==> src/rtl/fetch_seq_if.sv <==
// Bundles the redirect, instruction-memory and decode-side handshake signals of fetch_seq.
// The master modport is the fetch unit; the slave modport is its environment.
interface fetch_seq_if;
  logic        redir_valid;
  logic [31:0] redir_pc;
  logic        exc_valid;
  logic        imem_req;
  logic [31:0] imem_addr;
  logic        imem_gnt;
  logic        imem_rvalid;
  logic [31:0] imem_rdata;
  logic        inst_valid;
  logic [31:0] inst;
  logic [31:0] inst_pc;
  logic        inst_ready;

  modport master (
    input  redir_valid, redir_pc, exc_valid, imem_gnt, imem_rvalid, imem_rdata, inst_ready,
    output imem_req, imem_addr, inst_valid, inst, inst_pc
  );

  modport slave (
    output redir_valid, redir_pc, exc_valid, imem_gnt, imem_rvalid, imem_rdata, inst_ready,
    input  imem_req, imem_addr, inst_valid, inst, inst_pc
  );
endinterface

==> src/rtl/fetch_seq.sv <==
// Single-outstanding instruction fetch sequencer with a one-entry instruction buffer.
// Redirects and exceptions that arrive while a fetch is in flight mark its data for discard.
module fetch_seq #(
  parameter logic [31:0] RESET_PC   = 32'h0000_3000,
  parameter logic [31:0] EXC_VECTOR = 32'h0000_4180
) (
  input  logic          clk,
  input  logic          rstn,
  fetch_seq_if.master   bus
);

  typedef enum logic [1:0] {StIdle, StIssue, StWait, StOut} state_e;

  state_e      state_q, state_d;
  logic [31:0] pc_q, pc_d;
  logic [31:0] tgt_q, tgt_d;
  logic        discard_q, discard_d;
  logic [31:0] inst_q, inst_d;
  logic [31:0] inst_pc_q, inst_pc_d;

  logic        req;
  logic [31:0] target;

  // Exception wins over a same-cycle redirect; redirect targets are forced word-aligned.
  assign req    = bus.exc_valid | bus.redir_valid;
  assign target = bus.exc_valid ? EXC_VECTOR : {bus.redir_pc[31:2], 2'b00};

  always_comb begin
    state_d   = state_q;
    pc_d      = pc_q;
    tgt_d     = tgt_q;
    discard_d = discard_q;
    inst_d    = inst_q;
    inst_pc_d = inst_pc_q;
    unique case (state_q)
      StIdle: begin
        state_d = StIssue;
        if (req) pc_d = target;
      end
      StIssue: begin
        if (bus.imem_gnt) begin
          state_d = StWait;
          if (req) begin
            discard_d = 1'b1;
            tgt_d     = target;
          end
        end else if (req) begin
          pc_d = target;
        end
      end
      StWait: begin
        if (bus.imem_rvalid) begin
          if (req) begin
            // Returning word belongs to the old path; restart at the new target directly.
            pc_d      = target;
            discard_d = 1'b0;
            state_d   = StIssue;
          end else if (discard_q) begin
            pc_d      = tgt_q;
            discard_d = 1'b0;
            state_d   = StIssue;
          end else begin
            inst_d    = bus.imem_rdata;
            inst_pc_d = pc_q;
            state_d   = StOut;
          end
        end else if (req) begin
          discard_d = 1'b1;
          tgt_d     = target;
        end
      end
      StOut: begin
        if (req) begin
          pc_d    = target;
          state_d = StIssue;
        end else if (bus.inst_ready) begin
          pc_d    = pc_q + 32'd4;
          state_d = StIssue;
        end
      end
      default: state_d = StIdle;
    endcase
  end

  always_ff @(posedge clk or negedge rstn) begin
    if (!rstn) begin
      state_q   <= StIdle;
      pc_q      <= RESET_PC;
      tgt_q     <= 32'h0;
      discard_q <= 1'b0;
      inst_q    <= 32'h0;
      inst_pc_q <= 32'h0;
    end else begin
      state_q   <= state_d;
      pc_q      <= pc_d;
      tgt_q     <= tgt_d;
      discard_q <= discard_d;
      inst_q    <= inst_d;
      inst_pc_q <= inst_pc_d;
    end
  end

  assign bus.imem_req   = (state_q == StIssue);
  assign bus.imem_addr  = pc_q;
  assign bus.inst_valid = (state_q == StOut);
  assign bus.inst       = inst_q;
  assign bus.inst_pc    = inst_pc_q;

endmodule

==> src/flat_wrapper.sv <==
// flat-port wrapper written by rule: the top's interface ports become plain ports
module fetch_seq_flat 
#(
  parameter logic [31:0] RESET_PC   = 32'h0000_3000,
  parameter logic [31:0] EXC_VECTOR = 32'h0000_4180
)
  (clk, rstn, bus_redir_valid, bus_redir_pc, bus_exc_valid, bus_imem_gnt, bus_imem_rvalid, bus_imem_rdata, bus_inst_ready, bus_imem_req, bus_imem_addr, bus_inst_valid, bus_inst, bus_inst_pc);
  fetch_seq_if bus_i ();
  input  logic clk;
  input  logic rstn;
  input wire logic [$bits(bus_i.redir_valid)-1:0] bus_redir_valid;
  input wire logic [$bits(bus_i.redir_pc)-1:0] bus_redir_pc;
  input wire logic [$bits(bus_i.exc_valid)-1:0] bus_exc_valid;
  input wire logic [$bits(bus_i.imem_gnt)-1:0] bus_imem_gnt;
  input wire logic [$bits(bus_i.imem_rvalid)-1:0] bus_imem_rvalid;
  input wire logic [$bits(bus_i.imem_rdata)-1:0] bus_imem_rdata;
  input wire logic [$bits(bus_i.inst_ready)-1:0] bus_inst_ready;
  output wire logic [$bits(bus_i.imem_req)-1:0] bus_imem_req;
  output wire logic [$bits(bus_i.imem_addr)-1:0] bus_imem_addr;
  output wire logic [$bits(bus_i.inst_valid)-1:0] bus_inst_valid;
  output wire logic [$bits(bus_i.inst)-1:0] bus_inst;
  output wire logic [$bits(bus_i.inst_pc)-1:0] bus_inst_pc;
  assign bus_i.redir_valid = bus_redir_valid;
  assign bus_i.redir_pc = bus_redir_pc;
  assign bus_i.exc_valid = bus_exc_valid;
  assign bus_i.imem_gnt = bus_imem_gnt;
  assign bus_i.imem_rvalid = bus_imem_rvalid;
  assign bus_i.imem_rdata = bus_imem_rdata;
  assign bus_i.inst_ready = bus_inst_ready;
  assign bus_imem_req = bus_i.imem_req;
  assign bus_imem_addr = bus_i.imem_addr;
  assign bus_inst_valid = bus_i.inst_valid;
  assign bus_inst = bus_i.inst;
  assign bus_inst_pc = bus_i.inst_pc;
  fetch_seq #(.RESET_PC(RESET_PC), .EXC_VECTOR(EXC_VECTOR)) u_core (.clk(clk), .rstn(rstn), .bus(bus_i));
endmodule
==> config.mk <==
export PLATFORM = sky130hd
export DESIGN_NAME = fetch_seq_flat
export DESIGN_NICKNAME = d
export VERILOG_FILES = /design/src/rtl/fetch_seq_if.sv /design/src/rtl/fetch_seq.sv /design/src/flat_wrapper.sv
export SDC_FILE = /design/constraint.sdc
export NUM_CORES = 1
export LEC_CHECK = 0
export CAP_MARGIN = 20
export CORE_ASPECT_RATIO = 1.25
export CORE_MARGIN = 3
export CORE_UTILIZATION = 50
export CTS_CLUSTER_SIZE = 14
export DETAILED_ROUTE_END_ITERATION = 7
export PLACE_DENSITY = 0.81
export SETUP_SLACK_MARGIN = 0.02
export SYNTH_ARGS = -nofsm -noshare
export SYNTH_HDL_FRONTEND = slang
export SYNTH_SLANG_ARGS = --single-unit
==> constraint.sdc <==
create_clock -name clk -period 2.5 [get_ports clk]
set_input_delay 0.375 -clock clk [delete_from_list [all_inputs] [get_ports clk]]
set_output_delay 0.375 -clock clk [all_outputs]
set_load 0.01 [all_outputs]
# After elaboration in Yosys (flattened, before gate mapping)
# Cells that the tools add are included.
[classes]
addsub = 1
n_eq_ne = 9
muxes = 24
bitwise_logic = 3
n_reduce_logical = 7
[op_table]
columns = ["operator", "count"]
rows = [
  ["32-bit two-way mux", 11],
  ["32-bit case mux with 4 select lines", 1],
  ["32-bit case mux with 2 select lines", 1],
  ["32-bit by 3-bit adder with 32-bit output, second input constant", 1],
  ["2-bit two-way mux", 6],
  ["2-bit inequality test, second input constant", 4],
  ["2-bit case mux with 4 select lines", 1],
  ["4-bit AND reduction", 2],
  ["3-bit AND reduction", 2],
  ["2-bit == test, second input constant", 2],
  ["1-bit two-way mux", 3],
  ["3-bit by 1-bit inequality test with 1-bit output, second input constant", 1],
  ["3-bit by 2-bit inequality test with 1-bit output, second input constant", 1],
  ["2-bit by 1-bit == test with 1-bit output, second input constant", 1],
  ["2-bit zero test", 1],
  ["1-bit NOT", 2],
  ["1-bit case mux with 2 select lines", 1],
  ["2-bit AND reduction", 1],
  ["2-bit nonzero test", 1],
  ["1-bit OR", 1],
]
[word_totals]
ff_bits = 131
inputBits = 71
output_inout_bits = 98
wordCells = 50

# Longest topological paths before layout
[depth]
word_depth = 4
ltp_mapped = 10

# Least setup slack after synthesis
# Ideal clock, no wire load.
[synth_path]
path_kind = "register -> register"
start = "reg u_core.state_q[0]"
end = "reg u_core.pc_q[16] (netlist: u_core.bus.imem_addr[16])"
arrival_time_ns = 1.931
slack_ns = 0.443
stages_incl_launch_ff = 9
path_buffers = 2
synth_period_minus_slack_ns = 2.057
cell_sequence = "dfrtp_1 ha_1 or3b_4 o21ai_4 or2_1 buf_6 buf_6 nor3_1 a221o_1"
[synth_between]
elab_chain_len = 3
word_cells_on_any_way = 10
cone_classes = "eq/ne (7); mux (1); reduce/logical (2)"
[synth_lines]
columns = ["item", "line_no", "text"]
rows = [
  ["start: declaration", "fetch_seq.sv:14", "state_e state_q, state_d;"],
  ["start signal: assignment", "fetch_seq.sv:87", "state_q <= StIdle;"],
  ["start signal: assignment", "fetch_seq.sv:94", "state_q <= state_d;"],
  ["2-bit == test *", "-", ""],
  ["via bus_inst_valid", "flat_wrapper.sv:20", "output wire logic [$bits(bus_i.inst_valid)-1:0] bus_inst_valid;"],
  ["3-bit by 2-bit inequality test with 1-bit output (no source line)", "-", ""],
  ["4-bit AND reduction (no source line)", "-", ""],
  ["end signal: assignment", "fetch_seq.sv:95", "pc_q <= pc_d;"],
  ["end: declaration", "fetch_seq.sv:15", "logic [31:0] pc_q, pc_d;"],
]
# Mark *: on every way through the listed nets, which the timed path passes. The rest lies on a longest branch.
# A chain may end at the register's enable or synchronous reset.

# Worst setup path in the final report
[layout_path]
start = "reg u_core.state_q[1]"
end = "reg u_core.pc_q[19] (netlist: u_core.bus.imem_addr[19])"
[layout_between]
elab_chain_len = 3
word_cells_on_any_way = 10
cone_classes = "eq/ne (7); mux (1); reduce/logical (2)"
[layout_lines]
columns = ["item", "line_no", "text"]
rows = [
  ["2-bit == test / 2-bit by 1-bit == test with 1-bit output (equally long branches)", "fetch_seq.sv:35", "unique case (state_q)"],
  ["3-bit by 1-bit inequality test with 1-bit output (no source line), or another cell as far along", "-", ""],
  ["4-bit AND reduction (no source line)", "-", ""],
]
# Parallel ways exist; a longest one is shown, timed or not.

==> metrics.md <==
| Metric | Value |
|---|---|
| Status | `finished clean` |
| Warnings, synthesis | `0` |
| Number of optimization iterations in the first detailed-route pass | `6` |
| Clock Sinks | `131` |
| Diodes inserted | `0` |
| Clock period minus final worst setup slack | `2370 ps` |
| Via count of the first global-routing pass | `6255` |
| Gate count of the mapped netlist | `634` |
| Clk buf depth | `2` |
| Setup Crit Path Kind | `register to register` |
| Leakage | `0.00404 µW` |
| Post-synthesis async set-or-reset flop share | `100%` |
| Relative slew slack | `60.5%` |
| Max-cap violations | `0` |
| Iteration-0 DRC Markers | `762` |
| H-tree depth reported by CTS | `4` |
| Biggest fanout along the worst timing path | `12` |
| Cell Area, Placed | `8750 µm²` |
| Total Wirelength | `20000 µm` |
| Worst path setup slack after routing | `129 ps` |
| Startpoint of the worst-slack reg-to-reg timing path | `u_core.state_q[1]` |
| Die area | `14900 µm²` |
| Most used standard cell by instance count after synthesis | `sky130_fd_sc_hd__dfrtp_1` |
| Half-perimeter wire length of the detailed placement result | `14000 µm` |
| Floorplan core area | `12900 µm²` |
| Destination of the critical timing path | `u_core.bus.imem_addr[19]` |
| Worst vdd rail ir drop | `0.000676 V` |
| Routed via count | `6157` |
| Hold Vio Cnt, Final | `0` |
| Worst slack after detailed placement | `-70.3 ps` |
| Number of placed instances, taps included | `964` |
| RSZ-0062 raised after global routing | `false` |
| Cell accounting for the most synthesized area | `sky130_fd_sc_hd__dfrtp_1` |
| Synth Flop Type | `sky130_fd_sc_hd__dfrtp_1` |
| Largest net degree at the start of global routing | `70` |
| Startpoint of the most critical setup path | `u_core.state_q[1]` |
| Worst endpoint required time | `2790 ps` |
| Die height | `136 µm` |
| Largest cells by area after synthesis | `sky130_fd_sc_hd__dfrtp_1, sky130_fd_sc_hd__mux2_2, sky130_fd_sc_hd__nand2_1, sky130_fd_sc_hd__a22o_1, sky130_fd_sc_hd__o21ai_0` |
| Setup fix buffers added after clock tree synthesis | `0` |
| Total power of the final layout | `8680 µW` |
| Max-slew violation count | `0` |
| Fraction of post-synthesis cell area in the top cell type by area | `47.9%` |
| Clock transition at the registers of the reported paths | `60 ps` |
| Total grt overflow | `0` |
| Share of layout cells above drive strength 1 | `18.3%` |
| Number of buffers inserted by port buffering | `166` |
| DRC Markers | `0` |
| Aggregate global-route resource usage | `27.4%` |
| Root Buffer Master | `sky130_fd_sc_hd__clkbuf_16` |
| Final setup vio count | `0` |
| Mapped Area | `6740 µm²` |
| List of most frequent post-synthesis cells | `sky130_fd_sc_hd__dfrtp_1, sky130_fd_sc_hd__mux2_2, sky130_fd_sc_hd__nand2_1, sky130_fd_sc_hd__o21ai_0, sky130_fd_sc_hd__nor2_1` |
| Setup slack of the most critical reg-to-reg path | `130 ps` |
| WP data arrival | `2660 ps` |
| Antenna violations before repair | `0` |
| Worst Hold Depth | `2` |
| Routability cong. | `0.970` |
| CTS tree | `built` |
| Number of flip-flops and latches in the synthesized netlist | `131` |
| Clock latency on the worst-skew pair | `420 ps` |
| Synth Area per Inst | `10.6 µm²` |
| Max Freq | `422 MHz` |
| Site row count | `46` |
| Starting density of the core | `52.1%` |
| I/O pin cnt | `169` |
| Area Growth Syn to Fin | `38.4%` |
| Net Count, Synth | `710` |
| Startpoint Class | `register` |
| Pwr Density | `930 nW/µm²` |
| FF-to-FF path depth | `7` |
| Width of the chip | `110 µm` |
| Finished layout cell area | `9330 µm²` |
| Final cycle utilization of the critical path | `94.8%` |
| First-pass GRT wire length | `31800 µm` |
| Sequential area share after synthesis | `48.7%` |
| Type of the tightest min-delay check | `register to register` |
| Number of vias per cell after detailed routing | `6.19` |
| Distinct cell type count of the synthesized netlist | `67` |
| Worst-case hold slack | `484 ps` |
| EDFF count, synth | `0` |
| Routed length per placed instance | `20.1 µm` |
| Transition at the pin with the smallest max-transition slack | `590 ps` |
| Clock tree skew after final layout | `10.9 ps` |
| CTS buffer count | `17` |
| End of the worst register-to-register path | `u_core.bus.imem_addr[19]` |
| Final net count | `892` |
| Final ANT Viol Nets | `0` |
| Filler-free cell count of the finished design | `995` |
| Nature of the critical path endpoint | `register` |
## layer usage
| metal | vias to the layer above | wire length [µm] | track usage (%) | part of all wire, % |
|---|---|---|---|---|
| met1 | 2986 | 7420 | 33.1 | 37 |
| met2 | 372 | 10200 | 45.7 | 51 |
| met5 | - | 0 | 0 | 0 |
| li1 | 2730 | - | - | - |
| met3 | 69 | 1730 | 6.70 | 8.7 |
| met4 | 0 | 658 | 12.5 | 3.3 |
## registers in the layout, indices dropped and copies added (netlist names)
name / flops
u_core.discard_q: 1
u_core.bus.inst_pc: 32
u_core.state_q: 2
u_core.bus.imem_addr: 32
u_core.tgt_q: 32
u_core.bus.inst: 32
## cells in the final DEF (no fill, tap or decap), types with 10 or more instances in the layout
cell type / count
sky130_fd_sc_hd__dfrtp_1: 129
sky130_fd_sc_hd__clkbuf_16: 17
sky130_fd_sc_hd__a21oi_1: 21
sky130_fd_sc_hd__clkdlybuf4s50_1: 165
sky130_fd_sc_hd__nand2_1: 57
sky130_fd_sc_hd__buf_4: 37
sky130_fd_sc_hd__nor2b_1: 17
sky130_fd_sc_hd__o21bai_1: 10
sky130_fd_sc_hd__mux2_2: 63
sky130_fd_sc_hd__o21ai_0: 40
sky130_fd_sc_hd__nand3_1: 14
sky130_fd_sc_hd__a22o_1: 24
sky130_fd_sc_hd__nor2_1: 29
sky130_fd_sc_hd__a22oi_1: 22
sky130_fd_sc_hd__nand4_1: 13
sky130_fd_sc_hd__nor3_1: 11
## worst min path at each step
stage / to / slack (ps) / start
6_report: u_core.bus.inst_pc[0] / 480 / u_core.bus.inst_pc[0]
5_1_grt: u_core.bus.inst[24] / 510 / u_core.bus.inst[24]
4_1_cts: u_core.bus.inst_pc[29] / 490 / u_core.bus.inst_pc[29]
3_5_place_dp: u_core.bus.inst[0] / 410 / rstn
3_3_place_gp: u_core.bus.inst[14] / 410 / rstn
2_1_floorplan: u_core.bus.imem_addr[0] / 80 / rstn
## what timing repair did
item	in CTS	in global routing
endpoints found under the setup margin	0	3
resized for setup	0	1
hold buffers	1	0
hold endpoints to repair	42	0
## critical path: stages, from the launching register on
cell	delay, ps
sky130_fd_sc_hd__dfrtp_1	400
sky130_fd_sc_hd__ha_1	250
sky130_fd_sc_hd__nand2b_1	190
sky130_fd_sc_hd__a32o_1	290
sky130_fd_sc_hd__nor2_1	460
sky130_fd_sc_hd__buf_6	250
sky130_fd_sc_hd__o21ai_0	100
sky130_fd_sc_hd__a221o_1	300
## logic make-up (layout without fill, tap and decap cells)
group,after synthesis,after routing,synth area share (%)
buffers and inverters,53,246,3.79
XOR/XNOR,7,7,0.909
multiplexers,71,71,11.7
flip-flops,131,131,48.7
AO/OA/AOI/OAI,180,180,19.2
AND/OR/NAND/NOR,187,187,14.9
adder cells (fa/ha/maj),5,5,0.928
## report_power, final
part           leakage (µW)  switching [µW]  internal (µW)
registers           0.00175             568           2620
logic               0.00202            1550           1560
clock network      0.000271             928           1450
## cell type report
| cell class | count | area (µm²) |
|---|---|---|
| Fill cell | 962 | 3620 |
| Sequential cell | 131 | 3280 |
| Multi-Input combinational cell | 450 | 3220 |
| Timing Repair Buffer | 208 | 2030 |
| Clock buffer | 17 | 425 |
| Tap cell | 168 | 210 |
| Clock inverter | 13 | 138 |
| Inverter | 8 | 30.0 |
## stage by stage
stage,TNS (ps),util (%)
CTS,0,72.0
global route,0,72.1
detailed placement,-101,67.6
floorplan,0,-
finish,0,72.1
global placement,-1110,67.5
Power figures use the tool's default switching activity.
